`src/rtl/sdfm_regmap_nch_if.sv`:
```
// Host bus for the SDFM register map: strobed byte-addressed access, split read/write
// data, registered read data with a one-cycle ACK.
interface sdfm_regmap_nch_if;
  logic        WR;
  logic        RD;
  logic [15:0] ADDR;
  logic [31:0] WDATA;
  logic [31:0] RDATA;
  logic        ACK;

  modport master (output WR, RD, ADDR, WDATA, input RDATA, ACK);
  modport slave  (input WR, RD, ADDR, WDATA, output RDATA, ACK);
endinterface

```
`src/rtl/sdfm_regmap_nch.sv`:
```
// NCH-channel SDFM register map: CTL/STAT/IEN plus per-channel DFPARM/CPARM/FDATA.
// Optional macro SDFM_IRQ_EN enables the IEN register and the registered irq output.
module sdfm_regmap_nch #(
  parameter int         NCH           = 2,
  parameter int         DEC_W         = 8,
  parameter int         DATA_W        = 32,
  parameter logic [7:0] ADDR_DEVICE_H = 8'h07
) (
  input  logic                    SYSCLK,
  input  logic                    SYSRSTn,
  sdfm_regmap_nch_if.slave        bus,
  input  logic [NCH*DATA_W-1:0]   filt_data_out,
  input  logic [NCH-1:0]          filt_data_update,
  output logic                    reg_rsten,
  output logic                    reg_clken,
  output logic [NCH*DEC_W-1:0]    reg_filtdec,
  output logic [NCH*2-1:0]        reg_filtmode,
  output logic [NCH*4-1:0]        reg_filtdiv,
  output logic [NCH-1:0]          reg_filten,
  output logic [NCH-1:0]          reg_filtask,
  output logic [NCH*2-1:0]        reg_filtst,
  output logic [NCH*5-1:0]        reg_filtsh,
  output logic [NCH*DEC_W-1:0]    reg_compdec,
  output logic [NCH*2-1:0]        reg_compmode,
  output logic [NCH*4-1:0]        reg_compdiv,
  output logic [NCH-1:0]          reg_compen,
  output logic [NCH-1:0]          reg_comphclrflg,
  output logic [NCH-1:0]          reg_complen,
  output logic [NCH-1:0]          reg_comphen,
  output logic [NCH*2-1:0]        reg_compst,
  output logic                    irq
);

  logic                         ctl_rsten_r, ctl_clken_r;
  logic [NCH-1:0][DEC_W-1:0]    filtdec_r, compdec_r;
  logic [NCH-1:0][1:0]          filtmode_r, filtst_r, compmode_r, compst_r;
  logic [NCH-1:0][3:0]          filtdiv_r, compdiv_r;
  logic [NCH-1:0][4:0]          filtsh_r;
  logic [NCH-1:0]               filten_r, filtask_r;
  logic [NCH-1:0]               compen_r, comphclrflg_r, complen_r, comphen_r;
  logic [NCH-1:0][DATA_W-1:0]   fdata_r;
  logic [NCH-1:0]               drdy_r, ovf_r;
  logic [31:0]                  rdata_r;
  logic                         ack_r;

  logic                         sel_s, wr_acc_s, rd_acc_s, w1c_stat_s;
  logic [7:0]                   off_s;
  logic [NCH-1:0]               hit_dfp_s, hit_cp_s, hit_fd_s;
  logic [NCH-1:0]               drdy_clr_s, ovf_clr_s, ovf_set_s;
  logic [31:0]                  stat_s, ien_s, chan_rd_s, rd_mux_s;
  logic                         unused_wdata_s;

  function automatic logic [31:0] dfp_img(input logic [DEC_W-1:0] dec, input logic [1:0] mode,
                                          input logic [3:0] div, input logic fen, input logic aen,
                                          input logic [1:0] st, input logic [4:0] sh);
    logic [31:0] img;
    img = 32'h0;
    img[DEC_W-1:0] = dec;
    img[13:12]     = mode;
    img[19:16]     = div;
    img[20]        = fen;
    img[21]        = aen;
    img[23:22]     = st;
    img[28:24]     = sh;
    return img;
  endfunction

  function automatic logic [31:0] cp_img(input logic [DEC_W-1:0] dec, input logic [1:0] mode,
                                         input logic [3:0] div, input logic cen, input logic hclr,
                                         input logic len, input logic hen, input logic [1:0] st);
    logic [31:0] img;
    img = 32'h0;
    img[DEC_W-1:0] = dec;
    img[13:12]     = mode;
    img[19:16]     = div;
    img[20]        = cen;
    img[21]        = hclr;
    img[22]        = len;
    img[23]        = hen;
    img[25:24]     = st;
    return img;
  endfunction

  function automatic logic [31:0] sext(input logic [DATA_W-1:0] d);
    return {{(33-DATA_W){d[DATA_W-1]}}, d[DATA_W-2:0]};
  endfunction

  // A simultaneous write wins over a read: only one access, one ACK.
  assign sel_s          = (bus.ADDR[15:8] == ADDR_DEVICE_H) && (bus.WR || bus.RD);
  assign wr_acc_s       = sel_s && bus.WR;
  assign rd_acc_s       = sel_s && bus.RD && !bus.WR;
  assign off_s          = bus.ADDR[7:0];
  assign w1c_stat_s     = wr_acc_s && (off_s == 8'h04);
  assign unused_wdata_s = ^bus.WDATA;

  // Per-channel register decode.
  always_comb begin
    hit_dfp_s = '0;
    hit_cp_s  = '0;
    hit_fd_s  = '0;
    for (int ch = 0; ch < NCH; ch++) begin
      hit_dfp_s[ch] = (off_s[7:4] == 4'(ch + 1)) && (off_s[3:0] == 4'h0);
      hit_cp_s[ch]  = (off_s[7:4] == 4'(ch + 1)) && (off_s[3:0] == 4'h4);
      hit_fd_s[ch]  = (off_s[7:4] == 4'(ch + 1)) && (off_s[3:0] == 4'h8);
    end
  end

  // Set beats clear; an update that coincides with the clear is fresh data, not an overflow.
  assign drdy_clr_s = ({NCH{rd_acc_s}} & hit_fd_s) | ({NCH{w1c_stat_s}} & bus.WDATA[NCH-1:0]);
  assign ovf_clr_s  = {NCH{w1c_stat_s}} & bus.WDATA[8 +: NCH];
  assign ovf_set_s  = filt_data_update & drdy_r & ~drdy_clr_s;

  // STAT image.
  always_comb begin
    stat_s             = 32'h0;
    stat_s[NCH-1:0]    = drdy_r;
    stat_s[8 +: NCH]   = ovf_r;
  end

  // Read data multiplexer; unmapped offsets read as zero.
  always_comb begin
    chan_rd_s = 32'h0;
    for (int ch = 0; ch < NCH; ch++) begin
      chan_rd_s = chan_rd_s
                | ({32{hit_dfp_s[ch]}} & dfp_img(filtdec_r[ch], filtmode_r[ch], filtdiv_r[ch],
                                                 filten_r[ch], filtask_r[ch], filtst_r[ch], filtsh_r[ch]))
                | ({32{hit_cp_s[ch]}}  & cp_img(compdec_r[ch], compmode_r[ch], compdiv_r[ch], compen_r[ch],
                                                comphclrflg_r[ch], complen_r[ch], comphen_r[ch], compst_r[ch]))
                | ({32{hit_fd_s[ch]}}  & sext(fdata_r[ch]));
    end
    case (off_s)
      8'h00:   rd_mux_s = {30'h0, ctl_clken_r, ctl_rsten_r};
      8'h04:   rd_mux_s = stat_s;
      8'h08:   rd_mux_s = ien_s;
      default: rd_mux_s = chan_rd_s;
    endcase
  end

  // Configuration register writes.
  always_ff @(posedge SYSCLK or negedge SYSRSTn) begin
    if (!SYSRSTn) begin
      ctl_rsten_r   <= 1'b0;
      ctl_clken_r   <= 1'b0;
      filtdec_r     <= '0;
      filtmode_r    <= '0;
      filtdiv_r     <= '0;
      filten_r      <= '0;
      filtask_r     <= '0;
      filtst_r      <= '0;
      filtsh_r      <= '0;
      compdec_r     <= '0;
      compmode_r    <= '0;
      compdiv_r     <= '0;
      compen_r      <= '0;
      comphclrflg_r <= '0;
      complen_r     <= '0;
      comphen_r     <= '0;
      compst_r      <= '0;
    end else begin
      if (wr_acc_s && (off_s == 8'h00)) begin
        ctl_rsten_r <= bus.WDATA[0];
        ctl_clken_r <= bus.WDATA[1];
      end
      for (int ch = 0; ch < NCH; ch++) begin
        if (wr_acc_s && hit_dfp_s[ch]) begin
          filtdec_r[ch]  <= bus.WDATA[DEC_W-1:0];
          filtmode_r[ch] <= bus.WDATA[13:12];
          filtdiv_r[ch]  <= bus.WDATA[19:16];
          filten_r[ch]   <= bus.WDATA[20];
          filtask_r[ch]  <= bus.WDATA[21];
          filtst_r[ch]   <= bus.WDATA[23:22];
          filtsh_r[ch]   <= bus.WDATA[28:24];
        end
        if (wr_acc_s && hit_cp_s[ch]) begin
          compdec_r[ch]     <= bus.WDATA[DEC_W-1:0];
          compmode_r[ch]    <= bus.WDATA[13:12];
          compdiv_r[ch]     <= bus.WDATA[19:16];
          compen_r[ch]      <= bus.WDATA[20];
          comphclrflg_r[ch] <= bus.WDATA[21];
          complen_r[ch]     <= bus.WDATA[22];
          comphen_r[ch]     <= bus.WDATA[23];
          compst_r[ch]      <= bus.WDATA[25:24];
        end
      end
    end
  end

  // Filter result capture and data-ready / overflow flags.
  always_ff @(posedge SYSCLK or negedge SYSRSTn) begin
    if (!SYSRSTn) begin
      fdata_r <= '0;
      drdy_r  <= '0;
      ovf_r   <= '0;
    end else begin
      for (int ch = 0; ch < NCH; ch++) begin
        if (filt_data_update[ch]) begin
          fdata_r[ch] <= filt_data_out[ch*DATA_W +: DATA_W];
        end
      end
      drdy_r <= filt_data_update | (drdy_r & ~drdy_clr_s);
      ovf_r  <= ovf_set_s | (ovf_r & ~ovf_clr_s);
    end
  end

  // Registered read data and acknowledge.
  always_ff @(posedge SYSCLK or negedge SYSRSTn) begin
    if (!SYSRSTn) begin
      rdata_r <= 32'h0;
      ack_r   <= 1'b0;
    end else begin
      rdata_r <= rd_acc_s ? rd_mux_s : 32'h0;
      ack_r   <= sel_s;
    end
  end

`ifdef SDFM_IRQ_EN
  logic [NCH-1:0] ien_drdy_r, ien_ovf_r;
  logic           irq_r;

  always_comb begin
    ien_s           = 32'h0;
    ien_s[NCH-1:0]  = ien_drdy_r;
    ien_s[8 +: NCH] = ien_ovf_r;
  end

  // Interrupt enable register and registered interrupt request.
  always_ff @(posedge SYSCLK or negedge SYSRSTn) begin
    if (!SYSRSTn) begin
      ien_drdy_r <= '0;
      ien_ovf_r  <= '0;
      irq_r      <= 1'b0;
    end else begin
      if (wr_acc_s && (off_s == 8'h08)) begin
        ien_drdy_r <= bus.WDATA[NCH-1:0];
        ien_ovf_r  <= bus.WDATA[8 +: NCH];
      end
      irq_r <= |((drdy_r & ien_drdy_r) | (ovf_r & ien_ovf_r));
    end
  end

  assign irq = irq_r;
`else
  assign ien_s = 32'h0;
  assign irq   = 1'b0;
`endif

  assign bus.RDATA       = rdata_r;
  assign bus.ACK         = ack_r;
  assign reg_rsten       = ctl_rsten_r;
  assign reg_clken       = ctl_clken_r;
  assign reg_filtdec     = filtdec_r;
  assign reg_filtmode    = filtmode_r;
  assign reg_filtdiv     = filtdiv_r;
  assign reg_filten      = filten_r;
  assign reg_filtask     = filtask_r;
  assign reg_filtst      = filtst_r;
  assign reg_filtsh      = filtsh_r;
  assign reg_compdec     = compdec_r;
  assign reg_compmode    = compmode_r;
  assign reg_compdiv     = compdiv_r;
  assign reg_compen      = compen_r;
  assign reg_comphclrflg = comphclrflg_r;
  assign reg_complen     = complen_r;
  assign reg_comphen     = comphen_r;
  assign reg_compst      = compst_r;

endmodule

```
`src/flat_wrapper.sv`:
```
// flat-port wrapper written by rule: the top's interface ports become plain ports
module sdfm_regmap_nch_flat 
#(
  parameter int         NCH           = 2,
  parameter int         DEC_W         = 8,
  parameter int         DATA_W        = 32,
  parameter logic [7:0] ADDR_DEVICE_H = 8'h07
)
  (SYSCLK, SYSRSTn, filt_data_out, filt_data_update, reg_rsten, reg_clken, reg_filtdec, reg_filtmode, reg_filtdiv, reg_filten, reg_filtask, reg_filtst, reg_filtsh, reg_compdec, reg_compmode, reg_compdiv, reg_compen, reg_comphclrflg, reg_complen, reg_comphen, reg_compst, irq, bus_WR, bus_RD, bus_ADDR, bus_WDATA, bus_RDATA, bus_ACK);
  sdfm_regmap_nch_if bus_i ();
  input  logic SYSCLK;
  input  logic SYSRSTn;
  input  logic [NCH*DATA_W-1:0] filt_data_out;
  input  logic [NCH-1:0] filt_data_update;
  output logic reg_rsten;
  output logic reg_clken;
  output logic [NCH*DEC_W-1:0] reg_filtdec;
  output logic [NCH*2-1:0] reg_filtmode;
  output logic [NCH*4-1:0] reg_filtdiv;
  output logic [NCH-1:0] reg_filten;
  output logic [NCH-1:0] reg_filtask;
  output logic [NCH*2-1:0] reg_filtst;
  output logic [NCH*5-1:0] reg_filtsh;
  output logic [NCH*DEC_W-1:0] reg_compdec;
  output logic [NCH*2-1:0] reg_compmode;
  output logic [NCH*4-1:0] reg_compdiv;
  output logic [NCH-1:0] reg_compen;
  output logic [NCH-1:0] reg_comphclrflg;
  output logic [NCH-1:0] reg_complen;
  output logic [NCH-1:0] reg_comphen;
  output logic [NCH*2-1:0] reg_compst;
  output logic irq;
  input wire logic [$bits(bus_i.WR)-1:0] bus_WR;
  input wire logic [$bits(bus_i.RD)-1:0] bus_RD;
  input wire logic [$bits(bus_i.ADDR)-1:0] bus_ADDR;
  input wire logic [$bits(bus_i.WDATA)-1:0] bus_WDATA;
  output wire logic [$bits(bus_i.RDATA)-1:0] bus_RDATA;
  output wire logic [$bits(bus_i.ACK)-1:0] bus_ACK;
  assign bus_i.WR = bus_WR;
  assign bus_i.RD = bus_RD;
  assign bus_i.ADDR = bus_ADDR;
  assign bus_i.WDATA = bus_WDATA;
  assign bus_RDATA = bus_i.RDATA;
  assign bus_ACK = bus_i.ACK;
  sdfm_regmap_nch #(.NCH(NCH), .DEC_W(DEC_W), .DATA_W(DATA_W), .ADDR_DEVICE_H(ADDR_DEVICE_H)) u_core (.SYSCLK(SYSCLK), .SYSRSTn(SYSRSTn), .bus(bus_i), .filt_data_out(filt_data_out), .filt_data_update(filt_data_update), .reg_rsten(reg_rsten), .reg_clken(reg_clken), .reg_filtdec(reg_filtdec), .reg_filtmode(reg_filtmode), .reg_filtdiv(reg_filtdiv), .reg_filten(reg_filten), .reg_filtask(reg_filtask), .reg_filtst(reg_filtst), .reg_filtsh(reg_filtsh), .reg_compdec(reg_compdec), .reg_compmode(reg_compmode), .reg_compdiv(reg_compdiv), .reg_compen(reg_compen), .reg_comphclrflg(reg_comphclrflg), .reg_complen(reg_complen), .reg_comphen(reg_comphen), .reg_compst(reg_compst), .irq(irq));
endmodule
```
`config.mk`:
```
export PLATFORM = sky130hd
export DESIGN_NAME = sdfm_regmap_nch_flat
export DESIGN_NICKNAME = d
export VERILOG_FILES = /design/src/rtl/sdfm_regmap_nch_if.sv /design/src/rtl/sdfm_regmap_nch.sv /design/src/flat_wrapper.sv
export SDC_FILE = /design/constraint.sdc
export NUM_CORES = 1
export LEC_CHECK = 0
export BUFFER_PORTS_ARGS = -buffer_cell sky130_fd_sc_hd__buf_2
export CAP_MARGIN = 20
export CORE_UTILIZATION = 54
export CTS_BUF_LIST = sky130_fd_sc_hd__clkbuf_8
export CTS_CLUSTER_DIAMETER = 80
export CTS_CLUSTER_SIZE = 8
export DETAILED_ROUTE_END_ITERATION = 10
export GPL_TIMING_DRIVEN = 0
export PLACE_DENSITY = 0.82
export SLEW_MARGIN = 30
export SYNTH_ARGS = -nofsm -noshare
export SYNTH_HDL_FRONTEND = slang
export SYNTH_SLANG_ARGS = --single-unit
```
`constraint.sdc`:
```
create_clock -name SYSCLK -period 1.2 [get_ports SYSCLK]
set_input_delay 0.24 -clock SYSCLK [delete_from_list [all_inputs] [get_ports SYSCLK]]
set_output_delay 0.24 -clock SYSCLK [all_outputs]
set_load 0.02 [all_outputs]
```
; Yosys cells after proc, flatten, opt, wreduce, memory -nomap -nowiden
; Cells that the tools add are included.
[classes]
eq_ne = 7
n_mux = 2
bitwise_logic = 23
reduce_logical = 20
[ops]
columns = cell, n
row1 = $or 32x32->32, 5
row2 = $pmux 32 s3, 1
row3 = $and 32x26->32, 2
row4 = $and 32x29->32, 2
row5 = $and 32x32->32, 2
row6 = $mux 32, 1
row7 = $eq 8x3->1 const B, 2
row8 = $logic_and 1x1->1, 16
row9 = $and 2x2->2, 7
row10 = $eq 8x4->1 const B, 1
row11 = $logic_not 8->1, 1
row12 = $or 2x2->2, 3
row13 = $eq 4x1->1 const B, 1
row14 = $eq 4x2->1 const B, 1
row15 = $eq 4x3->1 const B, 1
row16 = $eq 4x4->1 const B, 1
row17 = $logic_not 4->1, 1
row18 = $not 2->2, 2
row19 = $logic_not 1->1, 1
row20 = $logic_or 1x1->1, 1
[word_totals]
register_bits = 189
inputBits = 118
output_inout_bits = 122
word_cells = 90

; Depth between registers and ports, before layout
[logic_depth]
ltp_word = 10
depth_mapped = 7
mapped_depth_nobuf = 4

; Worst setup path after synthesis
; Ideal clock, no wire load.
[synth_path]
kind = input -> register
start = input port bus_ADDR[1]
end = register u_core.compdec_r, in the netlist u_core.reg_compdec[10]
setup_time_ps = 125
arrival_time_ps = 1642
required_ps = 1075
slack_ps = -567
path_stages = 6
n_path_buf = 2
cell_sequence = buf_6 -> nor4b_4 -> nand4_2 -> nor2_2 -> buf_6 -> mux2_4
[synth_via]
elab_chain_cells = 3
[synth_rtl]
columns = element, line
row1 = from (decl), flat_wrapper.sv:35  ; input wire logic [$bits(bus_i.ADDR)-1:0] bus_ADDR;
row2 = $eq 4x3->1, sdfm_regmap_nch.sv:103  ; hit_cp_s[ch] = (off_s[7:4] == 4'(ch + 1)) && (off_s[3:0] == 4'h4);
row3 = $logic_and 1x1->1, sdfm_regmap_nch.sv:103
row4 = $logic_and 1x1->1, sdfm_regmap_nch.sv:174  ; if (wr_acc_s && hit_cp_s[ch]) begin
row5 = "to (signal, indexed assignment)", sdfm_regmap_nch.sv:175  ; compdec_r[ch] <= bus.WDATA[DEC_W-1:0];
row6 = to (decl), sdfm_regmap_nch.sv:35  ; logic [NCH-1:0][DEC_W-1:0] filtdec_r, compdec_r;
; Every way passes these cells.
; A chain may end at the register's enable or synchronous reset.

; Worst setup path after layout
[layout_path]
start = input port bus_ADDR[7]
end = register u_core.ovf_r[0]
[layout_via]
elab_chain_cells = 7
word_cells_on_any_way = 13
cone_classes = 2 x eq/ne / 9 x bitwise / 2 x reduce/logical
[layout_rtl]
columns = element, line
row1 = $eq 8x3->1 / $eq 4x1->1 (equally long branches), "sdfm_regmap_nch.sv:93, sdfm_regmap_nch.sv:104"
row2 = "$logic_and 1x1->1, on equally long branches", "sdfm_regmap_nch.sv:93, sdfm_regmap_nch.sv:104"
row3 = $and 2x2->2, sdfm_regmap_nch.sv:109  ; assign drdy_clr_s = ({NCH{rd_acc_s}} & hit_fd_s) | ({NCH{w1c_stat_s}} & bus.WDATA[NCH-1:0]);
row4 = $or 2x2->2, sdfm_regmap_nch.sv:109
row5 = $not 2->2, sdfm_regmap_nch.sv:111  ; assign ovf_set_s = filt_data_update & drdy_r & ~drdy_clr_s;
row6 = $and 2x2->2, sdfm_regmap_nch.sv:111
row7 = $or 2x2->2 *, sdfm_regmap_nch.sv:201  ; ovf_r <= ovf_set_s | (ovf_r & ~ovf_clr_s);
row8 = to (signal assigned), sdfm_regmap_nch.sv:201
row9 = to (decl), sdfm_regmap_nch.sv:42  ; logic [NCH-1:0] drdy_r, ovf_r;
; Mark *: on every way between the ends. The rest lies on a longest branch, timed or not.

==> impl_metrics.py <==
metrics = {
    "status": {
        "status": "finished, violations left",
        "failed_checks": "hold timing, setup timing",
    },
    "pwr": {
        "combPwrFrac_pct": 13.0,
        "internal_power_mw": 9.33,
        "switching_share_pct": 29.1,
        "seq_power_share_pct": 51.6,
        "power_mw": 13.2,
        "leakagePower_nw": 6.70,
        "powerDensity_nw_per_um2": 910,
        "peakVddDrop_uv": 714,
        "p_switching_mw": 3.84,
        "clkPwrFrac_pct": 35.4,
    },
    "synth": {
        "synth_top_cell_area_share_pct": 55.9,
        "synth.most_common_cell": "dfrtp_1",
        "synth_edf_count": 0,
        "synth_area_leaders": "dfrtp_1 56%, mux2_2 16%, mux2i_1 4.1%, a22oi_1 2.7%, mux2_1 2.5%",
        "synth_top_cell_by_area": "dfrtp_1",
        "synth_top_cells_by_count": "189 x dfrtp_1, 123 x mux2_2, 35 x mux2i_1, 31 x nor2_1, 30 x a22oi_1",
        "async_flop_share_pct": 100,
        "syn_inst": 604,
        "netlist_area_um2": 8460,
        "ys_types": 50,
        "synth_nets": 722,
        "yosys_warnings": 0,
        "synthFlopType": "dfrtp_1",
        "synth_seq_cells": 189,
        "avgSynthCellArea_um2": 14.0,
        "ys_seq_area_share_pct": 55.9,
    },
    "setup_path": {
        "crit_type": "primary input to flip-flop",
        "critPathMaxStageDelay_ns": 0.55,
        "r2r-start": "u_core.reg_compdec[10]",
        "cp_common_cell": "buf_4",
        "worstPathCellList": "buf_12 -> buf_4 -> nor4_2 -> nand4_1 -> buf_4 -> o21ai_0 -> o21ai_1",
        "crit_path_start_kind": "primary input",
        "r2r_setup_slack_ns": -0.37,
        "crit_arrival_ns": 2.02,
        "slowest_stage": "nor4_2",
        "crit_start": "bus_ADDR[7]",
        "cp_top_family": "simple AND/OR/NAND/NOR gates",
        "critPathMaxFanout": 6,
        "worstReg2RegEnd": "u_core.bus.RDATA[2]",
        "required_ns": 1.57,
        "path_buf_inv": 3,
        "worstSetupEndpointType": "flip-flop",
        "worstRegToRegCells": 5,
    },
    "clock_tree": {
        "cts_sinks": 189,
        "clk_pin_slew_ns": 0.13,
        "clock_latency_ns": 0.52,
        "cts_tree": "yes",
        "htree_levels": 4,
        "cts_inserted_buffers": 17,
        "clockRootBuffer": "clkbuf_8",
        "clockBufferDepth": 2,
    },
    "die": {
        "core-area_um2": 15300,
        "die_area_um2": 16200,
        "die_w_um": 127,
        "io_pins": 240,
        "initial_core_util_pct": 55.4,
        "die_h_um": 127,
        "rows": 45,
    },
    "cells_and_area": {
        "area_delta_synth_final_pct": 71.1,
        "fin_util_pct": 94.9,
        "multi_input_area_um2": 4430,
        "nFillCells": 357,
        "drive_gt1_share_pct": 67.5,
        "nets": 1197,
        "regArea_um2": 4730,
    },
    "global_routing": {
        "grt_overflow": 0,
        "grt_pass1_wl_um": 52800,
        "grt_util_met3_pct": 14.4,
        "antenna_found_initial": 2,
        "grt_util_all_layers_pct": 45.3,
        "gr-usage-met1_pct": 52.3,
        "grt_max_degree": 86,
        "grt_pass1_vias": 8695,
        "top_usage_layer": "met2",
        "use_met2_pct": 72.6,
    },
    "timing": {
        "slew_headroom_pct": 40.0,
        "clock_skew_ns": 0.0247,
        "finalSetupViolCount": 264,
        "rsz0062_at_grt": "yes",
        "min_period_ns": 1.66,
        "max_freq_mhz": 604,
        "finalMaxSlewViolations": 0,
        "hold_viol": 2,
        "tightest_slew_ns": 0.896,
        "timing.final.crit_share_pct": 138,
        "setup_slack_ns": -0.455,
        "hold_slack_ns": -0.0311,
    },
    "drt": {
        "drt-total-wl_um": 45900,
        "avgRoutedWirePerCell_um": 35.1,
        "drt-initial-drc-count": 1120,
        "vias": 9222,
        "ant_nets": 0,
        "vias_per_cell": 7.05,
        "drc": 0,
        "dr.pass1.iters": 6,
    },
    "placement": {
        "dp.final_hpwl_um": 17500,
        "io_buffers": 227,
        "gp_congestion": 0.914,
        "place_ws_ns": -0.985,
    },
    "worst_hold_path": {
        "worstHoldStart": "filt_data_out[18]",
        "hold_path.class": "primary input to flip-flop",
        "whs_path_depth": 2,
        "min_to": "u_core.fdata_r[18]",
    },
    "flow_run": {
        "max-cap-violations": 0,
    },
}
[worst register-to-register path: stages (launching register included)]
cell,delay [ns]
dfrtp_1,0.43
buf_4,0.16
mux2i_1,0.41
o22ai_2,0.13
a22oi_1,0.26
nor2_2,0.08
[stage by stage]
step	setup TNS, ns	std cells	instance area, um^2	hold slack [ns]
2_1_floorplan	-58.53	604	8700	-0.0556
3_3_place_gp	-660.69	1042	10100	0.474
3_5_place_dp	-121.80	1044	10200	0.176
4_1_cts	-23.63	1261	13700	0.00217
5_1_grt	-45.51	1305	14500	-0.00960
6_report	-45.36	1308	14500	-0.0311
[state kept, by name, summed over array words and instances, names as in the netlist, 4 cells and up]
register	cells
u_core.fdata_r	64
u_core.bus.RDATA	32
u_core.reg_compdec	16
u_core.reg_filtdec	16
u_core.reg_filtsh	10
u_core.reg_compdiv	8
u_core.reg_filtdiv	8
u_core.reg_compmode	4
u_core.reg_compst	4
u_core.reg_filtmode	4
u_core.reg_filtst	4
[power by group through the flow]
| stage | registers [mW] | logic, mW | clock network, mW |
|---|---|---|---|
| after floorplan | 6.79 | 0.542 | 0 |
| after global placement | 6.81 | 1.01 | 0 |
| after detailed placement | 6.82 | 1.08 | 0 |
| after CTS | 6.70 | 1.36 | 4.31 |
| after global routing | 6.79 | 1.75 | 4.79 |
| final | 6.80 | 1.71 | 4.66 |
[final cells by class]
type                            instances  area share, %
Tap cell                              211           1.82
Timing Repair Buffer                  457           28.7
Buffer                                 37           3.09
Antenna cell                            5         0.0864
Multi-Input combinational cell        370           30.6
Inverter                                7          0.182
Sequential cell                       189           32.7
Clock buffer                           19           1.81
Clock inverter                         13          0.977
[cells by family after synthesis]
logic type / share of synthesized area (%)
flops: 55.9
mux: 24.8
buf+inv: 3.77
compound gates: 9.21
simple gates: 6.26
other cells: 0.0443
[cell usage in the layout (no fill, tap or decap), drive strengths merged, types with 2 or more instances in the layout]
master,n
clkbuf,27
dlygate4sd3,60
nor3,7
o31ai,4
nor2b,3
and2,2
mux2i,35
nor2,37
a22o,15
inv,8
dfrtp,189
o32ai,3
diode,5
a22oi,30
nand2,14
or4b,3
nor4b,5
nand4,4
o22ai,9
mux2,152
o21bai,2
o21ai,8
a21oi,5
a32oi,2
bufinv,2
clkinvlp,3
buf,426
o2bb2ai,19
nor4,2
clkinv,7
[how the worst max path moves through the flow]
stage | to | slack, ns | cells after the start
6_report | u_core.ovf_r[0] | -0.46 | 7
5_1_grt | u_core.ovf_r[1] | -0.44 | 7
4_1_cts | u_core.reg_compdiv[5] | -0.23 | 6
3_5_place_dp | u_core.reg_compdec[5] | -0.98 | 6
3_3_place_gp | u_core.fdata_r[14] | -2.88 | 1
2_1_floorplan | u_core.reg_compdec[10] | -0.54 | 6
[metal layers]
| layer | vias to the layer above | part of all wire, % |
|---|---|---|
| met3 | 453 | 14 |
| met5 | - | 0.24 |
| met1 | 4428 | 31 |
| met2 | 1151 | 44 |
| met4 | 6 | 11 |
| li1 | 3184 | - |
[repair_timing]
item,CTS,global route
hold buffers,59,1
resized for setup,399,123
pin swaps,48,53
gates cloned,8,1
endpoints found under the hold margin,107,1
setup buffers,119,45
setup endpoints to repair,245,245
No activity file was read; power rests on OpenSTA's default activity.
